### src/rtl/sevenseg_pkg.sv
// -----------------------------------------------------------------------------
// sevenseg_pkg
//   Shared definitions for the 7-segment scan driver:
//   - SEG_A..SEG_G / SEG_DP : bit positions inside the 8-bit {dp,g,f,e,d,c,b,a}
//     segment bus
//   - SEG_OFF               : all segments dark (before polarity inversion)
//   - hex_to_seg()          : hex nibble -> 7 segment pattern {g,f,e,d,c,b,a},
//     active-high
// -----------------------------------------------------------------------------
package sevenseg_pkg;

    localparam int SEG_A  = 0;
    localparam int SEG_B  = 1;
    localparam int SEG_C  = 2;
    localparam int SEG_D  = 3;
    localparam int SEG_E  = 4;
    localparam int SEG_F  = 5;
    localparam int SEG_G  = 6;
    localparam int SEG_DP = 7;

    localparam logic [7:0] SEG_OFF = 8'h00;

    // Lower-case b and d keep the glyphs distinct from 8 and 0.
    function automatic logic [6:0] hex_to_seg(input logic [3:0] nib);
        logic [6:0] pat;
        case (nib)
            4'h0:    pat = 7'h3F;
            4'h1:    pat = 7'h06;
            4'h2:    pat = 7'h5B;
            4'h3:    pat = 7'h4F;
            4'h4:    pat = 7'h66;
            4'h5:    pat = 7'h6D;
            4'h6:    pat = 7'h7D;
            4'h7:    pat = 7'h07;
            4'h8:    pat = 7'h7F;
            4'h9:    pat = 7'h6F;
            4'hA:    pat = 7'h77;
            4'hB:    pat = 7'h7C;
            4'hC:    pat = 7'h39;
            4'hD:    pat = 7'h5E;
            4'hE:    pat = 7'h79;
            4'hF:    pat = 7'h71;
            default: pat = 7'h00;
        endcase
        return pat;
    endfunction

endpackage

### src/rtl/sevenseg_lzb_mask.sv
// -----------------------------------------------------------------------------
// sevenseg_lzb_mask
//   Combinational leading-zero detector. Bit i of lz_mask_o is set when
//   nibble i and every higher nibble of value_i are zero. Digit 0 is never
//   flagged, so a value of zero still shows a single "0".
// Ports:
//   value_i    in   4*NUM_DIGITS  hex nibbles, digit 0 in the LSBs
//   lz_mask_o  out  NUM_DIGITS    1 = digit is a leading zero
// -----------------------------------------------------------------------------
module sevenseg_lzb_mask #(
    parameter int NUM_DIGITS = 4
) (
    input  logic [4*NUM_DIGITS-1:0] value_i,
    output logic [NUM_DIGITS-1:0]   lz_mask_o
);

    logic zero_run_s;

    // Walk from the most significant digit down, keeping a running "all zero so far".
    always_comb begin
        lz_mask_o  = '0;
        zero_run_s = 1'b1;
        for (int i = NUM_DIGITS - 1; i >= 1; i--) begin
            zero_run_s   = zero_run_s & (value_i[4*i +: 4] == 4'h0);
            lz_mask_o[i] = zero_run_s;
        end
    end

endmodule

### src/rtl/sevenseg_scan_driver.sv
// -----------------------------------------------------------------------------
// sevenseg_scan_driver
//   Time-multiplexed N-digit 7-segment driver. A load strobe captures a new
//   value into a pending buffer; the pending buffer is copied into the
//   displayed shadow only when the scan wraps back to digit 0, so a frame
//   never mixes old and new digits. One digit is shown per REFRESH_DIV-cycle
//   slot, with the anode held off for the first cycle of each slot to avoid
//   ghosting. All outputs are registered.
// Ports:
//   clk         in   1             rising-edge clock
//   rst         in   1             synchronous active-high reset
//   load        in   1             capture value/dp_in/blank_in/lzb into pending
//   value       in   4*NUM_DIGITS  hex nibbles, digit 0 rightmost
//   dp_in       in   NUM_DIGITS    decimal point per digit, 1 = lit
//   blank_in    in   NUM_DIGITS    1 = digit fully dark (dp included)
//   lzb         in   1             leading-zero blanking enable
//   seg         out  8             {dp,g,f,e,d,c,b,a}, polarity per ACTIVE_LOW_SEG
//   an          out  NUM_DIGITS    one-hot digit select, polarity per ACTIVE_LOW_AN
//   frame_done  out  1             pulse when the scan wraps to digit 0
//   load_ack    out  1             pulse when pending data moves into the shadow
// -----------------------------------------------------------------------------
module sevenseg_scan_driver
    import sevenseg_pkg::*;
#(
    parameter int NUM_DIGITS     = 4,
    parameter int REFRESH_DIV    = 50000,
    parameter bit ACTIVE_LOW_SEG = 1'b0,
    parameter bit ACTIVE_LOW_AN  = 1'b0
) (
    input  logic                    clk,
    input  logic                    rst,
    input  logic                    load,
    input  logic [4*NUM_DIGITS-1:0] value,
    input  logic [NUM_DIGITS-1:0]   dp_in,
    input  logic [NUM_DIGITS-1:0]   blank_in,
    input  logic                    lzb,
    output logic [7:0]              seg,
    output logic [NUM_DIGITS-1:0]   an,
    output logic                    frame_done,
    output logic                    load_ack
);

    localparam int IDX_W = (NUM_DIGITS > 1) ? $clog2(NUM_DIGITS) : 1;
    localparam int CNT_W = $clog2(REFRESH_DIV);

    localparam logic [CNT_W-1:0]      CNT_LAST = CNT_W'(REFRESH_DIV - 1);
    localparam logic [IDX_W-1:0]      IDX_LAST = IDX_W'(NUM_DIGITS - 1);
    localparam logic [7:0]            SEG_INV  = ACTIVE_LOW_SEG ? 8'hFF : 8'h00;
    localparam logic [NUM_DIGITS-1:0] AN_INV   = ACTIVE_LOW_AN ? {NUM_DIGITS{1'b1}}
                                                               : {NUM_DIGITS{1'b0}};

    logic [CNT_W-1:0]        cnt_q, cnt_d;
    logic [IDX_W-1:0]        idx_q, idx_d;

    logic [4*NUM_DIGITS-1:0] pend_val_q, pend_val_d;
    logic [NUM_DIGITS-1:0]   pend_dp_q, pend_dp_d;
    logic [NUM_DIGITS-1:0]   pend_blank_q, pend_blank_d;
    logic                    pend_lzb_q, pend_lzb_d;
    logic                    pend_vld_q, pend_vld_d;

    logic [4*NUM_DIGITS-1:0] shadow_val_q, shadow_val_d;
    logic [NUM_DIGITS-1:0]   shadow_dp_q, shadow_dp_d;
    logic [NUM_DIGITS-1:0]   shadow_blank_q, shadow_blank_d;
    logic                    shadow_lzb_q, shadow_lzb_d;

    logic [7:0]              seg_q, seg_d;
    logic [NUM_DIGITS-1:0]   an_q, an_d;
    logic                    frame_done_q, frame_done_d;
    logic                    load_ack_q, load_ack_d;

    logic                    slot_end_s;
    logic                    wrap_s;
    logic [NUM_DIGITS-1:0]   lz_mask_s;
    logic [3:0]              nib_s;
    logic                    dp_s;
    logic                    blank_s;
    logic                    lz_s;
    logic [7:0]              seg_raw_s;
    logic [NUM_DIGITS-1:0]   an_raw_s;

    sevenseg_lzb_mask #(
        .NUM_DIGITS (NUM_DIGITS)
    ) u_lzb_mask (
        .value_i   (shadow_val_q),
        .lz_mask_o (lz_mask_s)
    );

    // Slot counter and digit index; a wrap is the last cycle of the last digit's slot.
    always_comb begin
        slot_end_s = (cnt_q == CNT_LAST);
        wrap_s     = slot_end_s && (idx_q == IDX_LAST);
        if (slot_end_s) begin
            cnt_d = '0;
            if (idx_q == IDX_LAST) begin
                idx_d = '0;
            end else begin
                idx_d = idx_q + IDX_W'(1);
            end
        end else begin
            cnt_d = cnt_q + CNT_W'(1);
            idx_d = idx_q;
        end
    end

    // Double buffer: a load always lands in pending; pending reaches the shadow only on a wrap.
    always_comb begin
        pend_val_d     = pend_val_q;
        pend_dp_d      = pend_dp_q;
        pend_blank_d   = pend_blank_q;
        pend_lzb_d     = pend_lzb_q;
        pend_vld_d     = pend_vld_q;
        shadow_val_d   = shadow_val_q;
        shadow_dp_d    = shadow_dp_q;
        shadow_blank_d = shadow_blank_q;
        shadow_lzb_d   = shadow_lzb_q;

        if (wrap_s && pend_vld_q) begin
            shadow_val_d   = pend_val_q;
            shadow_dp_d    = pend_dp_q;
            shadow_blank_d = pend_blank_q;
            shadow_lzb_d   = pend_lzb_q;
        end else begin
            shadow_val_d   = shadow_val_q;
        end

        // A load on the wrap cycle re-arms pending after the old contents were consumed.
        if (load) begin
            pend_val_d   = value;
            pend_dp_d    = dp_in;
            pend_blank_d = blank_in;
            pend_lzb_d   = lzb;
            pend_vld_d   = 1'b1;
        end else if (wrap_s) begin
            pend_vld_d   = 1'b0;
        end else begin
            pend_vld_d   = pend_vld_q;
        end

        frame_done_d = wrap_s;
        load_ack_d   = wrap_s & pend_vld_q;
    end

    // Select the shadow fields of the digit currently being scanned.
    always_comb begin
        nib_s   = 4'h0;
        dp_s    = 1'b0;
        blank_s = 1'b0;
        lz_s    = 1'b0;
        for (int i = 0; i < NUM_DIGITS; i++) begin
            if (idx_q == IDX_W'(i)) begin
                nib_s   = shadow_val_q[4*i +: 4];
                dp_s    = shadow_dp_q[i];
                blank_s = shadow_blank_q[i];
                lz_s    = lz_mask_s[i];
            end else begin
                nib_s   = nib_s;
            end
        end
    end

    // Segment and anode patterns; lzb hides the glyph but keeps the dp, blank hides both.
    always_comb begin
        seg_raw_s = SEG_OFF;
        if (blank_s) begin
            seg_raw_s = SEG_OFF;
        end else if (shadow_lzb_q && lz_s) begin
            seg_raw_s[SEG_DP] = dp_s;
        end else begin
            seg_raw_s[SEG_G:SEG_A] = hex_to_seg(nib_s);
            seg_raw_s[SEG_DP]      = dp_s;
        end

        // First cycle of each slot is dead time with no digit selected.
        an_raw_s = '0;
        for (int i = 0; i < NUM_DIGITS; i++) begin
            an_raw_s[i] = (cnt_q != '0) && (idx_q == IDX_W'(i));
        end

        seg_d = seg_raw_s ^ SEG_INV;
        an_d  = an_raw_s ^ AN_INV;
    end

    // State and output registers with synchronous reset to the dark display.
    always_ff @(posedge clk) begin
        if (rst) begin
            cnt_q          <= '0;
            idx_q          <= '0;
            pend_val_q     <= '0;
            pend_dp_q      <= '0;
            pend_blank_q   <= '0;
            pend_lzb_q     <= 1'b0;
            pend_vld_q     <= 1'b0;
            shadow_val_q   <= '0;
            shadow_dp_q    <= '0;
            shadow_blank_q <= '0;
            shadow_lzb_q   <= 1'b0;
            seg_q          <= SEG_OFF ^ SEG_INV;
            an_q           <= AN_INV;
            frame_done_q   <= 1'b0;
            load_ack_q     <= 1'b0;
        end else begin
            cnt_q          <= cnt_d;
            idx_q          <= idx_d;
            pend_val_q     <= pend_val_d;
            pend_dp_q      <= pend_dp_d;
            pend_blank_q   <= pend_blank_d;
            pend_lzb_q     <= pend_lzb_d;
            pend_vld_q     <= pend_vld_d;
            shadow_val_q   <= shadow_val_d;
            shadow_dp_q    <= shadow_dp_d;
            shadow_blank_q <= shadow_blank_d;
            shadow_lzb_q   <= shadow_lzb_d;
            seg_q          <= seg_d;
            an_q           <= an_d;
            frame_done_q   <= frame_done_d;
            load_ack_q     <= load_ack_d;
        end
    end

    assign seg        = seg_q;
    assign an         = an_q;
    assign frame_done = frame_done_q;
    assign load_ack   = load_ack_q;

endmodule

### config.mk
export PLATFORM = sky130hd
export DESIGN_NAME = sevenseg_scan_driver
export DESIGN_NICKNAME = d
export VERILOG_FILES = /design/src/rtl/sevenseg_pkg.sv /design/src/rtl/sevenseg_lzb_mask.sv /design/src/rtl/sevenseg_scan_driver.sv
export SDC_FILE = /design/constraint.sdc
export NUM_CORES = 1
export LEC_CHECK = 0
export BUFFER_PORTS_ARGS = -buffer_cell sky130_fd_sc_hd__buf_4
export CORE_AREA = 5 5 91 93
export CTS_BUF_LIST = sky130_fd_sc_hd__clkbuf_16
export CTS_CLUSTER_SIZE = 16
export DETAILED_ROUTE_END_ITERATION = 7
export DIE_AREA = 0 0 96 98
export PLACE_DENSITY = 0.77
export SLEW_MARGIN = 20
export SYNTH_ARGS = -nofsm -noshare
export SYNTH_HDL_FRONTEND = slang
export SYNTH_SLANG_ARGS = --single-unit
### constraint.sdc
create_clock -name clk -period 2.62 [get_ports clk]
set_input_delay 0.262 -clock clk [delete_from_list [all_inputs] [get_ports clk]]
set_output_delay 0.262 -clock clk [all_outputs]
set_load 0.03 [all_outputs]
Yosys cells after proc, flatten, opt, wreduce, memory -nomap -nowiden
Memory sizes are Yosys's and may differ from the RTL's. A register that Yosys moved wholly into a read port is not among the register bits.
Index checks and enable logic that the tools add are counted.
Word-level totals
  memories kept: 1
  output and inout bits: 14
  flip-flop bits (word level): 76
  ROM bits: 112
  input bits: 28
  word-level logic and storage cells: 59
Memories
  (name not given): words 16, bits a word 7, read ports 1, clocked after memory_dff 1, wr ports 0, line sevenseg_pkg.sv:26  | case (nib)
Operators by class
  add/subtract/negate cells: 2
  reduce and logical (&&, ||, !) cells: 16
  equal/unequal tests: 4
  mux-type cells: 18
  bitwise operators: 3
Operator list (number)
  16-bit by 1-bit adder with 16-bit output, second input constant: 1
  16-bit == test, second input constant: 1
  4-bit two-way mux: 4
  16-bit nonzero test: 1
  1-bit two-way mux: 13
  4-bit logical NOT: 3
  1-bit logical AND: 7
  2-bit == test, second input constant: 2
  2-bit OR reduction: 2
  1-bit bitwise AND: 3
  3-bit OR reduction: 1
  2-bit by 1-bit adder with 2-bit output, second input constant: 1
  2-bit by 1-bit == test with 1-bit output, second input constant: 1
  2-bit logical NOT: 1
  2-bit two-way mux: 1
  2-bit nonzero test: 1

Depth between registers and ports, before layout
  word-level depth: 8
  mapped depth: 11
  mapped depth without buffers: 10

Cells and area by module
A second synthesis with hierarchy kept.
Unflattened totals
  cells, all modules: 406
  area total of the unflattened synthesis: 3736.1 um^2
Modules (own cells, without submodules)
  sevenseg_scan_driver: cells each 397, area an instance 3673.5 um^2, seq. area each 1661.6 um^2, instances 1
  sevenseg_lzb_mask: cells each 9, area an instance 62.6 um^2, seq. area each 0.0 um^2, instances 1

Worst setup path after synthesis
Ideal clock, no wire load.
  kind: register to register
  start: register idx_q[1]
  end: register seg_q[6], in the netlist seg[6]
  data arrival time: 2287 ps
  data required time: 2525 ps
  setup slack: 238 ps
  path buffers: 1
  setup time: 95 ps
  cell stages (with the launch flop): 11
  clock period less this slack: 2382 ps
  path through: dfxtp_1 -> inv_1 -> ha_1 -> clkbuf_1 -> nand3b_1 -> a211oi_1 -> inv_1 -> ha_1 -> nand2_1 -> nand2_1 -> a221oi_1
On the way
  word-level cells in the longest chain between the ends: 6
  elaborated cells on any way between the ends: 17
  classes of those cells: eq/ne (3); mux (11); reduce/logical (3)
RTL lines
  start: declaration: line sevenseg_scan_driver.sv:53  | logic [IDX_W-1:0] idx_q, idx_d;
  start signal: assignment: line sevenseg_scan_driver.sv:203  | idx_q <= idx_d;
  2-bit logical NOT / 2-bit by 1-bit == test with 1-bit output (equally long branches): line sevenseg_scan_driver.sv:150  | if (idx_q == IDX_W'(i)) begin
  1-bit two-way mux (3 in series): line sevenseg_scan_driver.sv:150
  1-bit two-way mux / 1-bit logical AND (equally long branches): line sevenseg_scan_driver.sv:150, sevenseg_scan_driver.sv:166
  3-bit OR reduction (no source line)
  end: declaration: line sevenseg_scan_driver.sv:66  | logic [7:0] seg_q, seg_d;
Parallel ways exist; a longest one is shown, timed or not.
A chain may end at the register's enable or synchronous reset.

Worst setup path after layout
Ends and elaborated chain as after synthesis.

==> metrics.txt <==
fin crit period 2.34 ns; most frequent cells in the layout dfxtp_1, nor2_1, nand2_1; Synth Register Bits 83; r2r worst-path depth 9; cts hold-fix bufs 0; number of nets with antenna violations after routing 0; Fmax achieved 427 MHz; nature of the critical path endpoint register; DR vias/cell 5.00; Synth area leader dfxtp_1; critical path's slowest cell a211oi_1; largest net degree at the start of global routing 60; Resized Gates After CTS 0; MaxCap Viol Count 0; Final Hold Fails 0; PwrDens 613 nW/um2; CTS sink count 83; Reg2Reg Launch Point idx_q[1]; Req. time, crit path 2.84 ns; hold path start value[6]; Crit. Startpoint idx_q[1]; top cell type's share of synthesized area 45.1%; VDD IR max 0.000389 V; Area growth syn-to-layout 17.5%; Reg clk slew, reported paths 0.06 ns; DP Area 4040 um2; Worst Clk Skew 0.00826 ns; io pins 42; crit-path leading delay family compound AO/OA/AOI/OAI gates; post-detail-place hpwl 4.96 mm; CP Launch Type register; initial antenna violation count 0; Fin Hold WS 0.163 ns; Setup Crit Path Kind register to register; Worst Hold Depth 3; post-route cell area 4330 um2; width of the die 96 um; Worst EP arrival 2.57 ns; postcts setup bufs 0; fraction of registers with async set/reset 0%; clock root buffer clkbuf_16; Core ar. 7450 um2; H-tree Lvls 3; most common cell after layout, fill and taps aside dfxtp_1; DRT Wirelength 7.05 mm; DR iter-0 viols 151; TritonCTS Buffers 9; Slew Limit Fails 0; Post-Syn Area per Cell 9.10 um2; total gr overflow 0; endpoints failing setup 0; Slew @ Worst Pin 0.706 ns; worst hold path class primary input to register; DRC viols 0; ANT cells 0; GR Util All Layers 16.4%; clk buf depth 2; drt pass-1 iters 4; status complete, no violations; period utilization 89.4%; yosys warns 0; Yosys cell types 43; starting density of the core 49.5%; layout cells sized above 1 23.7%; Buf/Inv on CP 2; Synth area leaders dfxtp_1, mux2i_1, nor2_1; die area 9410 um2; slew margin rel. 52.9%; post-synthesis instance area 3680 um2; Row Count 32; port bufs 41; WP depth 9; GPL Wtd Cong 0.843; Final TNS setup 0 ns; via count 2745; syn_nets 446; Top FF cell, synth dfxtp_1; nets 483; TritonCTS clock tree done; delay of the slowest critical-path stage 0.42 ns; crit-path cells inv_1 -> ha_1 -> a211oi_1 -> a211oi_1 -> inv_1 -> ha_1 -> nand2_1 -> nand2_1 -> a221oi_1; post-synthesis sequential area ratio 45.1%; clk_lat worst skew 0.33 ns; crit path max fanout 14; RSZ-0062 raised after global routing no; average routed wire per standard cell 12.8 um; leak pwr 1.71 nW; number of enable flip-flop cells after synthesis 0; Die Y 98 um; Post-Synthesis Cells 405; first-pass GRT wire length 12.5 mm; vias in the first global route 2752
## worst reg2reg max path: cells and delay by family (launching register included)
kind            cells  cell delay, ns
compound gates      3            0.86
fa+ha+maj           2            0.66
flops               1            0.34
buf+inv             2            0.26
simple gates        2            0.11
## cell usage after synthesis (2+ instances only)
master and count:
a21oi_1 11, buf_2 7, nor2b_1 4, nor2_1 58
nand3b_1 4, or3_1 4, mux2i_1 29, dfxtp_1 83
buf_12 2, o21ai_0 3, nor4_1 3, xnor2_1 12
nand2_2 20, nand3_1 7, clkbuf_1 11, and2_1 5
nor3_1 8, a211oi_1 4, ha_1 13, nor3b_1 4
and3_1 3, inv_1 12, xor2_1 3, nand4_1 3
a221oi_1 2, nand2_1 51, a31oi_1 2, a21oi_2 20
o211ai_1 2, a311oi_1 2
## sequential cells by signal, indices dropped and copies added (netlist names)
| name | flops |
|---|---|
| shadow_val_q | 16 |
| pend_val_q | 16 |
| frame_done | 1 |
| cnt_q | 16 |
| pend_dp_q | 4 |
| seg | 8 |
| idx_q | 2 |
| shadow_dp_q | 4 |
| shadow_blank_q | 4 |
| pend_vld_q | 1 |
| load_ack | 1 |
| pend_lzb_q | 1 |
| pend_blank_q | 4 |
| shadow_lzb_q | 1 |
| an | 4 |
## worst paths after layout
kind	slack, ns	to
worst max-delay path	0.28	seg[6]
worst min-delay path	0.16	pend_val_q[6]
worst max register to register	0.28	seg[6]
worst min register to register	0.46	shadow_val_q[12]
## power breakdown
| part | switching (mW) | internal (mW) | total (mW) |
|---|---|---|---|
| logic | 0.0720 | 0.0671 | 0.139 |
| clock network | 0.470 | 0.725 | 1.20 |
| registers | 0.0228 | 1.30 | 1.32 |
## final cells by class
class / instances / area [um2]
tap: 102 / 128
fill: 681 / 3120
sequential: 83 / 1660
inverter: 12 / 45.0
timing repair buffer: 48 / 360
clock inverter: 7 / 60.1
clock buffer: 9 / 225
multi-input combinational: 288 / 1850
## cells by family (layout without fill, tap and decap cells)
kind of cell	Yosys count	in the layout	share of synthesized area, %
AO/OA/AOI/OAI	51	51	10.6
XOR/XNOR	15	15	3.57
adder cells (fa/ha/maj)	13	13	4.42
buffers and inverters	34	76	4.79
flip-flops	83	83	45.1
multiplexers	29	29	7.88
AND/OR/NAND/NOR	180	180	23.7
## routing by layer
layer  global-route usage [%]  vias to the layer above  wire length, um
li1                         -                     1427                -
met4                     6.02                        0               74
met1                     20.8                     1251             3390
met2                     26.1                       58             3270
met5                        0                        -                0
met3                     4.85                        9              316
## per-stage QoR
step | cells | util (%) | total power [mW] | setup WS, ns
after floorplan | 405 | - | 1.43 | 0.238
after global placement | 533 | 54.3 | 1.49 | 0.461
after detailed placement | 533 | 54.3 | 1.49 | 0.270
after CTS | 549 | 58.1 | 2.68 | 0.251
after global routing | 549 | 58.1 | 2.76 | 0.00546
final | 549 | 58.1 | 2.65 | 0.277
Note: power is estimated with default switching activity, not from simulation.
